$ cat config.mk
export PLATFORM = sky130hd
export DESIGN_NAME = circuito_memoria_param
export DESIGN_NICKNAME = d
export VERILOG_FILES = /design/src/rtl/circuito_memoria_param.sv
export SDC_FILE = /design/constraint.sdc
export NUM_CORES = 1
export LEC_CHECK = 0
export BUFFER_PORTS_ARGS = -buffer_cell sky130_fd_sc_hd__buf_2
export CORE_ASPECT_RATIO = 1.2
export CORE_MARGIN = 2
export CORE_UTILIZATION = 50
export DETAILED_ROUTE_END_ITERATION = 8
export PLACE_DENSITY_LB_ADDON = 0.15
export SLEW_MARGIN = 20
export SYNTH_ARGS = -nofsm -noshare
export SYNTH_HDL_FRONTEND = slang
export SYNTH_SLANG_ARGS = --single-unit
$ cat constraint.sdc
create_clock -name clock -period 1.91 [get_ports clock]
set_input_delay 0 -clock clock [delete_from_list [all_inputs] [get_ports clock]]
set_output_delay 0 -clock clock [all_outputs]
set_load 0.1 [all_outputs]
$ cat src/rtl/circuito_memoria_param.sv
// Memory-sequence game: the player must reproduce a one-hot ROM sequence on the switches.
// One jogada per rising edge of "any switch on"; optional per-jogada timeout.
module circuito_memoria_param #(
    parameter int unsigned W       = 4,
    parameter int unsigned DEPTH   = 16,
    parameter int unsigned TIMEOUT = 0,
    localparam int unsigned AW     = (DEPTH > 2) ? $clog2(DEPTH) : 1
) (
    input  logic          clock,
    input  logic          reset,
    input  logic          iniciar,
    input  logic [W-1:0]  chaves,
    output logic          pronto,
    output logic          acertou,
    output logic          errou,
    output logic          timeout,
    output logic          db_igual,
    output logic [AW-1:0] db_contagem,
    output logic [W-1:0]  db_memoria,
    output logic [W-1:0]  db_jogada,
    output logic [3:0]    db_estado
);

    localparam int unsigned TW    = (TIMEOUT > 1) ? $clog2(TIMEOUT) : 1;
    localparam int unsigned TLAST = (TIMEOUT > 0) ? TIMEOUT - 1 : 0;

    typedef enum logic [3:0] {
        StInicial    = 4'h0,
        StPrepara    = 4'h1,
        StEspera     = 4'h2,
        StRegistra   = 4'h3,
        StCompara    = 4'h4,
        StProximo    = 4'h5,
        StFimAcertou = 4'hA,
        StFimErrou   = 4'hE,
        StFimTimeout = 4'hD
    } state_e;

    state_e          state_q;
    logic [AW-1:0]   addr_q;
    logic [W-1:0]    jogada_q;
    logic [W-1:0]    chaves_prev_q;
    logic [TW-1:0]   tmo_q;
    logic [W-1:0]    rom [DEPTH];
    logic            jogada_ev;
    logic            tmo_hit;
    logic            last_addr;

    for (genvar i = 0; i < int'(DEPTH); i++) begin : g_rom
        assign rom[i] = W'(1) << (i % int'(W));
    end

    assign db_memoria = rom[addr_q];
    assign db_igual   = (jogada_q == db_memoria);
    assign jogada_ev  = (|chaves) && !(|chaves_prev_q);
    assign tmo_hit    = (TIMEOUT > 0) && (tmo_q == TW'(TLAST));
    assign last_addr  = (addr_q == AW'(DEPTH - 1));

    always_ff @(posedge clock) begin
        if (reset) begin
            state_q       <= StInicial;
            addr_q        <= '0;
            jogada_q      <= '0;
            chaves_prev_q <= '0;
            tmo_q         <= '0;
        end else begin
            chaves_prev_q <= chaves;
            case (state_q)
                StInicial: if (iniciar) state_q <= StPrepara;
                StPrepara: begin
                    addr_q   <= '0;
                    jogada_q <= '0;
                    tmo_q    <= '0;
                    state_q  <= StEspera;
                end
                StEspera: begin
                    // A jogada arriving on the expiry clock takes priority over the timeout.
                    if (jogada_ev) begin
                        state_q <= StRegistra;
                    end else if (tmo_hit) begin
                        state_q <= StFimTimeout;
                    end else begin
                        tmo_q <= tmo_q + TW'(1);
                    end
                end
                StRegistra: begin
                    jogada_q <= chaves;
                    state_q  <= StCompara;
                end
                StCompara: begin
                    if (!db_igual)     state_q <= StFimErrou;
                    else if (last_addr) state_q <= StFimAcertou;
                    else               state_q <= StProximo;
                end
                StProximo: begin
                    addr_q  <= addr_q + AW'(1);
                    tmo_q   <= '0;
                    state_q <= StEspera;
                end
                StFimAcertou, StFimErrou, StFimTimeout: begin
                    if (iniciar) state_q <= StPrepara;
                end
                default: state_q <= StInicial;
            endcase
        end
    end

    assign pronto      = (state_q == StFimAcertou) || (state_q == StFimErrou) ||
                         (state_q == StFimTimeout);
    assign acertou     = (state_q == StFimAcertou);
    assign errou       = (state_q == StFimErrou);
    assign timeout     = (state_q == StFimTimeout);
    assign db_contagem = addr_q;
    assign db_jogada   = jogada_q;
    assign db_estado   = state_q;

endmodule

==> results.json <==
{
  "antenna_found_initial": 0,
  "power_per_cell_area_nw_per_um2": 1040,
  "clk_path_buf_depth": 2,
  "ys.flop_type": "dfxtp_1",
  "fp.dieArea_um2": 2300,
  "synth_cells": 113,
  "antenna_left": 0,
  "grt_pass1_wl_um": 3840,
  "vias": 940,
  "final_area_um2": 1260,
  "die_w_um": 44.1,
  "layout.nets": 154,
  "ys_seq_elements": 16,
  "worst_ep_arrival_time_ns": 1.79,
  "p_leak_nw": 0.475,
  "synth_largest_area_cell": "dfxtp_1",
  "dp_slack_ns": 0.263,
  "drc": 0,
  "grt_use_met1": 0.300,
  "synthTopCellsByCount": "dfxtp_1 (16), a21oi_1 (9), nand2_1 (9), nand3_1 (6), nand4_1 (6)",
  "core-area_um2": 1830,
  "num_io_pins": 28,
  "async_flop_share": 0,
  "start_util": 0.528,
  "period_needed_ns": 1.79,
  "grt_use_met3": 0.0313,
  "synth_cell_types": 44,
  "report.final.slew_viol_count": 0,
  "tns_ns": 0,
  "setup_viol": 0,
  "grt_pass1_vias": 839,
  "clk_pin_slew_ns": 0.09,
  "wl_um": 2380,
  "slowest_stage": "dfxtp_2",
  "hold_viol": 0,
  "antennaDiodeCount": 0,
  "min_period_over_period": 0.939,
  "syn_to_final_growth_pct": 31.0,
  "cap_violations": 0,
  "worstSkewPairLatency_ns": 0.29,
  "ir_drop_v": 0.000669,
  "worst-path-max-fanout": 19,
  "cts.sinks": 16,
  "path_cells": "nand2b_1, nor3b_4, buf_2",
  "dieHeight_um": 52.2,
  "cts-buffers-inserted": 3,
  "critical_path_class": "reg2out",
  "grtUsageMet2": 0.365,
  "relSlewSlack": 0.675,
  "max_stage_delay_ns": 0.53,
  "status": "finished, final reports clean",
  "crit_required_ns": 1.91,
  "instances_no_fill": 161,
  "grt_overflow_total": 0,
  "cts-root-buf": "clkbuf_4",
  "crit_buf_inv": 1,
  "synth_top_area_share": 0.332,
  "synth_edf_count": 0,
  "placed_area_um2": 1180,
  "critPathCaptureType": "output pin",
  "avgSynthCellArea_um2": 8.55,
  "fmax_mhz": 558,
  "hp-class": "in2reg",
  "routedWlPerCell_um": 14.8,
  "tritoncts": "yes",
  "fin_skew_ns": 0.00162,
  "synth.most_common_cell": "dfxtp_1",
  "synth_fp_nets": 124,
  "synth_area_um2": 966,
  "dr.first_iter.drc_count": 21,
  "cts_max_level": 1,
  "final_layout_size_suffix_gt1_frac": 0.373,
  "synth-seq-area-share": 0.332,
  "track_usage": 0.230,
  "start_kind": "flop",
  "dp_hpwl_um": 1690,
  "place_congestion": 0.813,
  "drt-pass1-iter-count": 4,
  "port_buffers": 27,
  "row_count": 17,
  "viasPerCell": 5.84,
  "critPathTopFamily": "flip-flops",
  "busiest_layer": "met2",
  "dp_cells": 152,
  "synth_warnings": 0,
  "grt_max_degree": 23,
  "yosys-top-cells-area": "dfxtp_1 (33%), ha_1 (5.2%), a21oi_1 (4.7%)",
  "worst_pin_slew_ns": 0.491,
  "timing.final.ws_setup_ns": 0.117,
  "rsz0062_at_grt": "no",
  "whs_ns": 0.0404
}
## cells by family after synthesis
| logic type | synth area share |
|---|---|
| compound gates | 0.174 |
| simple gates | 0.334 |
| fa+ha+maj | 0.0518 |
| buf+inv | 0.0635 |
| xor+xnor | 0.0453 |
| flops | 0.332 |
## cells in the final DEF, fill, tap and decap left out, drive strengths merged
master,instances
o22a,1
xnor2,4
nand2,9
nor2,3
inv,4
nand4bb,1
nand4b,2
clkbuf,4
a21oi,10
o311ai,1
or3,2
a31oi,2
o31ai,1
nand3,6
dlygate4sd3,4
nor3b,3
nor3,3
or4b,2
xor2,1
nand3b,1
ha,4
nor4b,2
nand2b,1
a21boi,2
clkinvlp,1
or3b,1
nor2b,5
dfxtp,16
a311oi,1
o21ai,6
nand4,6
o211ai,1
nor4,1
buf,28
or4,2
and3,1
## through the flow
stage	utilization	total power [mW]
6_report	0.692	1.32
5_1_grt	0.692	1.38
4_1_cts	0.687	1.32
3_5_place_dp	0.644	1.08
3_3_place_gp	0.644	1.07
2_1_floorplan	-	1.02
## flip-flops by register name, indices dropped and copies added (netlist names)
register,count
chaves_prev_q,4
db_estado,4
db_jogada,4
db_contagem,4
## worst min-delay path, cell delays in order
cell     delay (ns)
buf_2          0.13
a31oi_4        0.05
nand2_1        0.06
a21oi_1        0.05
## power by group
part           total [mW]  internal (mW)  switching [mW]
Clock               0.227          0.116           0.111
Sequential          0.480          0.371           0.109
Combinational       0.612          0.189           0.423
Total                1.32          0.676           0.643
## final timing paths
| check | cells past startpoint | from | end | slack (ns) |
|---|---|---|---|---|
| hold reg to reg | 2 | db_jogada[1] | db_jogada[1] | 0.49 |
| hold / removal | 4 | iniciar | db_estado[3] | 0.04 |
| setup reg to reg | 4 | db_estado[0] | db_estado[1] | 0.22 |
| setup / recovery | 3 | db_estado[1] | acertou | 0.12 |
## repair_timing
action / CTS / global route
endpoints found under the setup margin: 1 / 1
pin swaps: 0 / 1
hold endpoints to repair: 4 / 0
gates resized for setup: 1 / 0
hold buffers: 4 / 0
buffers inserted: 0 / 1
## metal layers
metal,share of wire,vias up,wire length (um)
met4,0.019,0,46
li1,-,472,-
met2,0.49,20,1170
met5,0,-,0
met1,0.46,444,1090
met3,0.029,4,69
## cell type report
cell class / instances / area, um2
flip-flops and latches: 16 / 333
well taps: 19 / 23.8
clock buffers: 4 / 36.3
multi-input cells: 85 / 664
inverters: 5 / 22.5
repair buffers: 32 / 185
fillers: 146 / 564
(Power assumes the default switching activity.)
